**config.mk**
```make
export PLATFORM = sky130hd
export DESIGN_NAME = branch_resolve_bht
export DESIGN_NICKNAME = d
export VERILOG_FILES = /design/src/rtl/branch_resolve_bht.sv
export SDC_FILE = /design/constraint.sdc
export NUM_CORES = 1
export LEC_CHECK = 0
export CAP_MARGIN = 25
export CORE_MARGIN = 2
export CORE_UTILIZATION = 52
export DETAILED_ROUTE_END_ITERATION = 8
export GPL_TIMING_DRIVEN = 0
export PLACE_DENSITY = 0.89
export SYNTH_ARGS = -nofsm -noshare
export SYNTH_HDL_FRONTEND = slang
export SYNTH_SLANG_ARGS = --single-unit
export TNS_END_PERCENT = 50
```
**constraint.sdc**
```tcl
create_clock -name clk -period 4.7 [get_ports clk]
set_clock_uncertainty 0.05 [all_clocks]
set_input_delay 0.94 -clock clk [delete_from_list [all_inputs] [get_ports clk]]
set_output_delay 0.94 -clock clk [all_outputs]
set_load 0.01 [all_outputs]
```
**src/rtl/branch_resolve_bht.sv**
```systemverilog
// branch_resolve_bht: resolves branch/JAL/JALR at decode, registers redirect and mispredict count.
// Define BRANCH_BHT_EN to build the 2-bit counter table; otherwise fetch statically predicts not-taken.
module branch_resolve_bht #(
   parameter int XLEN      = 32,
   parameter int BHT_IDX_W = 6,
   parameter int CNT_W     = 16
) (
   input  logic             clk,
   input  logic             rst_n,
   input  logic [XLEN-1:0]  f_pc_in,
   output logic             f_pred_taken_out,
   input  logic             valid_in,
   input  logic             flush_in,
   input  logic [4:0]       opcode_in,
   input  logic [2:0]       funct3_in,
   input  logic [XLEN-1:0]  source_1,
   input  logic [XLEN-1:0]  source_2,
   input  logic [XLEN-1:0]  pc_in,
   input  logic [XLEN-1:0]  imm_in,
   input  logic             pred_taken_in,
   output logic             res_valid_out,
   output logic             branch_out,
   output logic             mispredict_out,
   output logic [XLEN-1:0]  redirect_pc_out,
   output logic             illegal_out,
   output logic [CNT_W-1:0] mispredict_count_out
);
   logic is_br, is_jal, is_jalr, active, illegal, cond, taken, mis;
   logic [XLEN-1:0] jalr_sum, target, redirect;

   assign is_br    = opcode_in == 5'b11000;
   assign is_jal   = opcode_in == 5'b11011;
   assign is_jalr  = opcode_in == 5'b11001;
   assign active   = valid_in && !flush_in && (is_br || is_jal || is_jalr);
   assign illegal  = is_br && funct3_in[2:1] == 2'b01;
   // funct3[0] inverts eq/lt/ltu into ne/ge/geu
   assign cond     = funct3_in[0] ^ (funct3_in[2] ? (funct3_in[1] ? source_1 < source_2
                                                                : $signed(source_1) < $signed(source_2))
                                                  : source_1 == source_2);
   assign taken    = is_jal || is_jalr || (is_br && !illegal && cond);
   assign jalr_sum = source_1 + imm_in;
   assign target   = is_jalr ? {jalr_sum[XLEN-1:1], 1'b0} : pc_in + imm_in;
   assign redirect = taken ? target : pc_in + XLEN'(4);
   // jumps always redirect: the table never predicts them; illegal reduces to pred_taken_in since taken=0
   assign mis      = is_br ? taken ^ pred_taken_in : 1'b1;

   always_ff @(posedge clk or negedge rst_n)
      if (!rst_n) begin
         res_valid_out        <= 1'b0;
         branch_out           <= 1'b0;
         mispredict_out       <= 1'b0;
         redirect_pc_out      <= '0;
         illegal_out          <= 1'b0;
         mispredict_count_out <= '0;
      end else begin
         res_valid_out   <= active;
         branch_out      <= active && taken;
         mispredict_out  <= active && mis;
         redirect_pc_out <= active ? redirect : '0;
         illegal_out     <= active && illegal;
         if (active && mis && !(&mispredict_count_out))
            mispredict_count_out <= mispredict_count_out + CNT_W'(1);
      end

`ifdef BRANCH_BHT_EN
   logic [1:0] bht [2**BHT_IDX_W];
   logic [BHT_IDX_W-1:0] upd_idx;
   logic [1:0] cur;
   logic unused_f_pc;

   assign upd_idx          = pc_in[BHT_IDX_W+1:2];
   assign cur              = bht[upd_idx];
   assign f_pred_taken_out = bht[f_pc_in[BHT_IDX_W+1:2]][1];
   assign unused_f_pc      = ^{f_pc_in[XLEN-1:BHT_IDX_W+2], f_pc_in[1:0]};

   always_ff @(posedge clk or negedge rst_n)
      if (!rst_n) begin
         for (int i = 0; i < 2**BHT_IDX_W; i++) bht[i] <= 2'b01;
      end else if (active && is_br && !illegal) begin
         bht[upd_idx] <= taken ? (cur == 2'b11 ? cur : cur + 2'd1)
                               : (cur == 2'b00 ? cur : cur - 2'd1);
      end
`else
   logic unused_f_pc;
   assign unused_f_pc      = ^f_pc_in;
   assign f_pred_taken_out = 1'b0;
`endif
endmodule

```
==> results.md, run 1 <==
* CP required at around 4.8 ns
* Gate power share at 48.2%
* Slew at the pin with the worst max-slew slack at 0.889 ns
* Vias in the first global route at 7315
* GRT Residual Overflow at 0
* Syn Area/Cell at 7.89 um2
* Synth Flop Type: dfrtp_1
* Synthesis Warnings at 0
* Setup Crit Path Kind: in -> reg
* P_leak at 4.11 nW
* Clock buffer depth at 2
* Slew margin rel. at about 40%
* Power per Cell Area at between 150 and 200 nW/um2
* Status: finished, final reports clean
* Arrival @ worst endpoint at 4.62 ns
* Post-Syn Instances at 871
* Unique masters post-synth at 68
* CTS tree: yes
* Layout cells sized above 1 at 3.08%
* Port Buffers at approximately 190
* Largest net degree at the start of global routing at 37
* Int Pwr at 1.04 mW
* Final-stage net count at about 1300
* Core Region at 12800 um2
* Total number of vias at 7697
* Iteration-0 DRC Markers at about 800
* Clock Root Buffer: clkbuf_16
* WL/cell at 18.1 um
* Area grow syn2layout at 33.5%
* Die X at ~120 um
* Total setup buffers inserted after CTS at 0
* Final wirelength at around 23 mm
* Max Cap Viol at 0
* CP Max Fanout at 6
* Setup Viol. Count Final at 0
* Sw Pwr at around 0.62 mW
* # IOs at between 200 and 250
* Clock Pin Slew Worst Setup and Hold Paths at approximately 0.070 ns
* Core Rows at 41
* Tcrit/Tclk final at 95.5%
* Seq/Total Area, Yosys at approximately a fifth
* DR DRC count at 0
* Placed cell area at 9020 um2
* Filler cells at roughly 1000
* Worst-Skew Late Latency at 0.30 ns
* Max Clk Rate at approximately 220 MHz
* Overall Global Routing Usage at 31.3%
* Sum Neg Setup Slack at 0 ns
* Async set-reset flop share out of synthesis at 100%
* # diodes at 0
* Initial antenna violation count at 0
* Fin area at 9180 um2
* Tmin final at 4.49 ns
* Worst setup EP type: register
* Htree depth at 2
* First-pass GRT wire length at 36.1 mm
* Number of flops mapped to enable cells by yosys at 0
* Die ar. at 14200 um2
* Inserted Clock Buffers at 5
* Syn Nets at 1141
* Count of final max-slew check failures at 0
* Sequential power share at 28.4%
* Clock share of power at 23.4%
* Hold Crit Class: reg -> reg
* Final RePlAce weighted congestion at 0.949
* DRT antenna net count at 0
* Worst Hold Margin at between 0.4 and 0.5 ns
* Clock sinks at 52
* Met2 usage at between 50% and 60%
* Grt peak-use layer: met2
* Die extent in y at 119 um
* Post-Syn Area at 6870 um2
* First-pass DRT Iterations at 5
* Worst VDD drop at 0.148 mV
* M3 GR Usage at 4.55%
* DR vias/cell at 6.19
* CP Launch Type: input pin
* Met1 Track Usage GR at about two fifths
* Flip-flop and latch count after synthesis at 52
* Final HPWL DP at 18.7 mm
* Switching Fraction at 37.4%
* Initial Utilization at a little over half
* Hold Vio Cnt, Final at 0
* RSZ-0062 raised after global routing: yes
critical path, cell delays in order:
cell and delay [ns]:
clkdlybuf4s50_1 0.46, and2_1 0.19, fa_1 0.40, a21o_1 0.20, a221oi_1 0.62, a22o_1 0.41, o221ai_1 0.25, a41o_1 0.33
a21oi_1 0.32, mux2i_1 0.27, nor2_1 0.06, o32ai_1 0.16
placed cells by master (no fill, tap or decap), types with 4 or more instances in the layout:
| master | count |
|---|---|
| clkdlybuf4s50_1 | 191 |
| ha_1 | 95 |
| a21oi_1 | 82 |
| nand2_1 | 71 |
| inv_1 | 59 |
| nor2_1 | 59 |
| dfrtp_1 | 52 |
| xnor2_1 | 51 |
| xor2_1 | 41 |
| o21ai_0 | 39 |
| nand3_1 | 34 |
| a211oi_1 | 28 |
| a21o_1 | 24 |
| nor3_1 | 20 |
| clkbuf_1 | 18 |
| and3_1 | 18 |
| nand4_1 | 14 |
| a31oi_1 | 14 |
| o211ai_1 | 13 |
| and4_1 | 9 |
| o21a_1 | 7 |
| mux2i_1 | 6 |
| nor4_1 | 6 |
| o31ai_1 | 6 |
| a221oi_1 | 6 |
| nor2b_1 | 5 |
| and2_1 | 5 |
| a311oi_1 | 5 |
| o21bai_1 | 5 |
| clkbuf_16 | 5 |
| a21boi_0 | 4 |
| or2_2 | 4 |
| or3_1 | 4 |
| a2111oi_0 | 4 |
synthesized netlist by cell type, drive strengths merged, types with 9 or more instances:
cell type | n | area (um2)
inv | 59 | 221
o21ai | 40 | 200
xor2 | 41 | 359
a21oi | 83 | 419
nand2 | 71 | 267
a31oi | 14 | 87.6
and3 | 18 | 113
a211oi | 28 | 210
and4 | 9 | 78.8
xnor2 | 51 | 447
nor3 | 23 | 130
a21o | 24 | 180
nor2 | 59 | 221
ha | 95 | 1190
nand4 | 14 | 87.6
nand3 | 34 | 170
o211ai | 13 | 97.6
dfrtp | 52 | 1300
clkbuf | 19 | 71.3
worst paths after layout:
| kind | from | endpoint | slack [ns] | cells past startpoint |
|---|---|---|---|---|
| worst max-delay path | imm_in[0] | redirect_pc_out[30]$_DFF_PN0_ | 0.21 | 12 |
| worst min-delay path | mispredict_count_out[9]$_DFFE_PN0P_ | mispredict_count_out[9]$_DFFE_PN0P_ | 0.45 | 1 |
| worst max register to register | mispredict_count_out[5]$_DFFE_PN0P_ | mispredict_count_out[1]$_DFFE_PN0P_ | 2.14 | 8 |
| worst min register to register | mispredict_count_out[9]$_DFFE_PN0P_ | mispredict_count_out[9]$_DFFE_PN0P_ | 0.45 | 1 |
| max in group asynchronous | rst_n | mispredict_count_out[15]$_DFFE_PN0P_ | 3.55 | 2 |
| min in group asynchronous | rst_n | mispredict_count_out[9]$_DFFE_PN0P_ | 0.50 | 1 |
power by group through the flow:
stage	clock, mW	sequential (mW)	combinational, mW
4_1_cts	0.387	0.472	0.787
6_report	0.388	0.473	0.802
5_1_grt	0.402	0.474	0.879
3_3_place_gp	0	0.481	0.762
3_5_place_dp	0	0.481	0.783
2_1_floorplan	0	0.484	0.471
layout make-up:
cell class | count | area, um2 | area share [%]
sequential | 52 | 1300 | 14.2
buffer | 23 | 98.8 | 1.08
tap | 172 | 215 | 2.35
timing repair buffer | 193 | 1940 | 21.1
clock buffer | 5 | 125 | 1.36
multi-input combinational | 737 | 5250 | 57.2
inverter | 59 | 221 | 2.41
clock inverter | 3 | 26.3 | 0.286
repair_timing:
action | in CTS | in global routing
gates resized for setup | 0 | 2
setup endpoints to repair | 0 | 11
hold buffers | 0 | 0
metal layers:
layer	routed length (um)	up-vias
met5	0	-
met4	915	0
met3	2060	76
met2	10400	465
met1	9110	3514
li1	-	3642
registers in the layout, indices dropped and copies added (netlist names):
signal and count:
redirect_pc_out 32, mispredict_out 1, mispredict_count_out 16, res_valid_out 1
illegal_out 1, branch_out 1
through the flow:
| step | util (%) | power, mW | cells | setup WS [ns] |
|---|---|---|---|---|
| global placement | 70.5 | 1.24 | 1235 | -0.153 |
| finish | 71.8 | 1.66 | 1244 | 0.211 |
| global route | 71.8 | 1.75 | 1244 | -0.0459 |
| CTS | 71.8 | 1.65 | 1244 | 0.136 |
| detailed placement | 70.6 | 1.26 | 1236 | -0.169 |
| floorplan | - | 0.955 | 871 | 1.01 |
cells by family (layout without fill, tap and decap cells):
| group | Yosys count | after routing | share of synthesized area, % |
|---|---|---|---|
| muxes | 8 | 8 | 1.20 |
| other | 1 | 1 | 0.0546 |
| adders and majority gates | 97 | 97 | 17.9 |
| buffers and inverters | 82 | 283 | 4.64 |
| xor gates and xnor gates | 92 | 92 | 11.7 |
| AOI/OAI and AO/OA | 272 | 272 | 26.0 |
| and+or+nand+nor | 267 | 267 | 19.6 |
| DFF | 52 | 52 | 18.9 |
Note: power is estimated with default switching activity, not from simulation.
==> run 2: changes to the inputs <==
--- a/config.mk
+++ b/config.mk
@@ -7,10 +7,11 @@
 export LEC_CHECK = 0
 export CAP_MARGIN = 25
 export CORE_MARGIN = 2
-export CORE_UTILIZATION = 52
+export CORE_UTILIZATION = 48
 export DETAILED_ROUTE_END_ITERATION = 8
 export GPL_TIMING_DRIVEN = 0
-export PLACE_DENSITY = 0.89
+export PLACE_DENSITY = 0.83
+export SETUP_SLACK_MARGIN = 0.5
 export SYNTH_ARGS = -nofsm -noshare
 export SYNTH_HDL_FRONTEND = slang
 export SYNTH_SLANG_ARGS = --single-unit
==> constraint.sdc (replaced) <==
create_clock -name clk -period 4.8 [get_ports clk]
set_clock_uncertainty 0.05 [all_clocks]
set_input_delay 0.96 -clock clk [delete_from_list [all_inputs] [get_ports clk]]
set_output_delay 0.96 -clock clk [all_outputs]
set_load 0.01 [all_outputs]
==> results.md, run 2 (synthesis gave the netlist of run 1 again) <==
* First-pass DRT Iterations at 5 (unchanged)
* CTS tree: yes
* Slew at the pin with the worst max-slew slack at 0.718 ns (-0.171 ns)
* Status: finished, final reports clean
* WL/cell at 18.0 um (-0.64%)
* Hold Vio Cnt, Final at 0 (unchanged)
* Count of final max-slew check failures at 0 (unchanged)
* Initial Utilization at 49.3% (-4.5 points)
* Worst-Skew Late Latency at 0.30 ns (about the same)
* Placed cell area at 9030 um2 (+0.11%)
* Tcrit/Tclk final at between 80% and 90%
* Clock Root Buffer: clkbuf_16
* Most frequent cells in the layout: clkdlybuf4s50_1 (191), ha_1 (94), a21oi_1 (82), nand2_1 (71)
* Slew margin rel. at 51.6% (+11 points)
* GRT Residual Overflow at 0 (unchanged)
* Clock sinks at 52 (unchanged)
* FF-to-FF path depth at 8 (unchanged)
* Fin area at 9260 um2 (+0.95%)
* Area grow syn2layout at 34.8%
* Final core utilization at 66.5% (-5.4 points)
* DR vias/cell at 6.12 (-1.1%)
* Setup Viol. Count Final at 0 (unchanged)
* Clock Pin Slew Worst Setup and Hold Paths at 0.08 ns (about the same)
* Arrival @ worst endpoint at 4.34 ns (-0.28 ns)
* DR DRC count at 0 (unchanged)
* Top reg by flops: redirect_pc_out
* Pwr Total at 1.63 mW (-1.9%)
* Pre-CTS setup slack at -0.178 ns (-0.00965 ns)
* First-pass GRT wire length at 34.9 mm (-3.5%)
* Setup ws final at 0.605 ns (+0.394 ns)
* Max reg flops at 32 (unchanged)
* Htree depth at 2 (unchanged)
* Final HPWL DP at 18.5 mm (-0.86%)
* Reg-to-reg slack, setup at 2.22 ns (+0.08 ns)
* CP Max Fanout at 7 (+1)
* Final RePlAce weighted congestion at 0.974 (+2.7%)
* R2R Path End: mispredict_count_out[1]$_DFFE_PN0P_
* # diodes at 0 (unchanged)
* Total number of vias at 7662 (-0.45%)
* Largest regs: redirect_pc_out x32, mispredict_count_out x16
* Overall Global Routing Usage at 29.0% (-2.4 points)
* P_leak at 4.13 nW (+0.52%)
* Worst min-delay path startpoint: mispredict_count_out[9]$_DFFE_PN0P_
* DRT antenna net count at 0 (unchanged)
* Layout cells sized above 1 at 4.29% (+1.2 points)
* Largest net degree at the start of global routing at 40 (+8.1%)
* Worst Hold Margin at 0.442 ns (-0.00898 ns)
* Power per Cell Area at 176 nW/um2 (-2.8%)
* Initial antenna violation count at 0 (unchanged)
* Die extent in y at 124 um (+3.9%)
* Worst setup EP type: register
* Core Region at 13900 um2 (+9.1%)
* Die X at 124 um (+3.9%)
* Hold EP: mispredict_count_out[9]$_DFFE_PN0P_
* Crit-path max cell delay at 0.61 ns (about the same)
* CP required at 4.94 ns (+0.11 ns)
* Clock buffer depth at 2 (unchanged)
* Max Clk Rate at 238 MHz
* Slowest cell on crit path: clkdlybuf4s50_1
* Port Buffers at 192 (unchanged)
* RSZ-0062 raised after global routing: yes
* Die ar. at 15300 um2 (+8.0%)
* # IOs at 226 (unchanged)
* Most common cell after layout, fill and taps aside: clkdlybuf4s50_1
* Final-stage net count at 1341 (unchanged)
* Reg-to-Reg Start: mispredict_count_out[5]$_DFFE_PN0P_
* CP Launch Type: input pin
* Vias in the first global route at 7097 (-3.0%)
* Core Rows at 43 (+4.9%)
* Max Cap Viol at 0 (unchanged)
* Inserted Clock Buffers at 5 (unchanged)
* Final wirelength at 22.5 mm (unchanged)
* Hold Crit Class: reg -> reg
* Total setup buffers inserted after CTS at 0 (unchanged)
* Iteration-0 DRC Markers at 628 (-21%)
* Worst VDD drop at 0.134 mV (-9.4%)
* Tmin final at 4.20 ns
* Setup Crit Path Kind: in -> reg
* Crit path cell chain: clkdlybuf4s50_1 -> ha_1 -> clkbuf_1 -> a2111oi_4 -> o211ai_1 -> and4_1 -> o21ai_2 -> o211a_1 -> o21ai_0 -> a21o_1 -> xnor2_1 -> a221oi_2
* Hold Crit Depth at 1 (unchanged)
[run 2: cell types whose count changed in the layout (fill, tap and decap cells not counted), moves of 2 or more]
cell      change
a221oi_1      -2
a221oi_2      +2
clkbuf_1      -3
clkbuf_2      +2
clkinv_4      -2
o21ai_0       -2
[run 2: report_power, final]
group	switching, mW	internal (mW)
sequential	0.0134	0.450
clock	0.175	0.197
combinational	0.419	0.378
total	0.607	1.02
[run 2: metrics by stage]
stage | setup TNS (ns) | cells
floorplan | 0 | 871
global placement | -1.24 | 1243
detailed placement | -1.09 | 1244
CTS | 0 | 1252
global route | 0 | 1252
finish | 0 | 1252
[run 2: what timing repair did]
item                                    in CTS  in global routing
endpoints found under the setup margin      23                 12
pin swaps                                    0                  1
gates resized for setup                      8                 14
hold buffers                                 0                  0
[run 2: worst max path at each step]
stage | from | cells after the start | slack, ns | end
6_report | pc_in[9] | 12 | 0.60 | redirect_pc_out[28]$_DFF_PN0_
5_1_grt | imm_in[6] | 11 | 0.46 | redirect_pc_out[25]$_DFF_PN0_
4_1_cts | imm_in[5] | 11 | 0.51 | redirect_pc_out[31]$_DFF_PN0_
3_5_place_dp | source_2[9] | 14 | -0.18 | redirect_pc_out[20]$_DFF_PN0_
3_3_place_gp | pc_in[9] | 12 | -0.24 | redirect_pc_out[28]$_DFF_PN0_
2_1_floorplan | source_2[15] | 11 | 1.09 | mispredict_count_out[1]$_DFFE_PN0P_
[run 2: routing by layer]
| layer | share of wire, % | global-route usage (%) |
|---|---|---|
| met3 | 8.6 | 3.48 |
| met1 | 42 | 37.9 |
| met4 | 3.1 | 10.1 |
| met2 | 47 | 49.3 |
| met5 | 0 | 0 |
[run 2: layout make-up]
| class | instances | area (um2) |
|---|---|---|
| multi-input combinational | 737 | 5320 |
| sequential | 52 | 1300 |
| fill | 1173 | 4670 |
| buffer | 23 | 105 |
| clock buffer | 5 | 125 |
| clock inverter | 3 | 25.0 |
| inverter | 59 | 221 |
| tap | 180 | 225 |
| timing repair buffer | 193 | 1940 |
[run 2: worst max-delay path: cells and delay by family]
kind                       cells  cell delay [ns]
AOI/OAI and AO/OA              7             1.82
xor gates and xnor gates       1             0.14
adders and majority gates      1             0.28
buffers and inverters          2             0.81
and+or+nand+nor                1             0.30
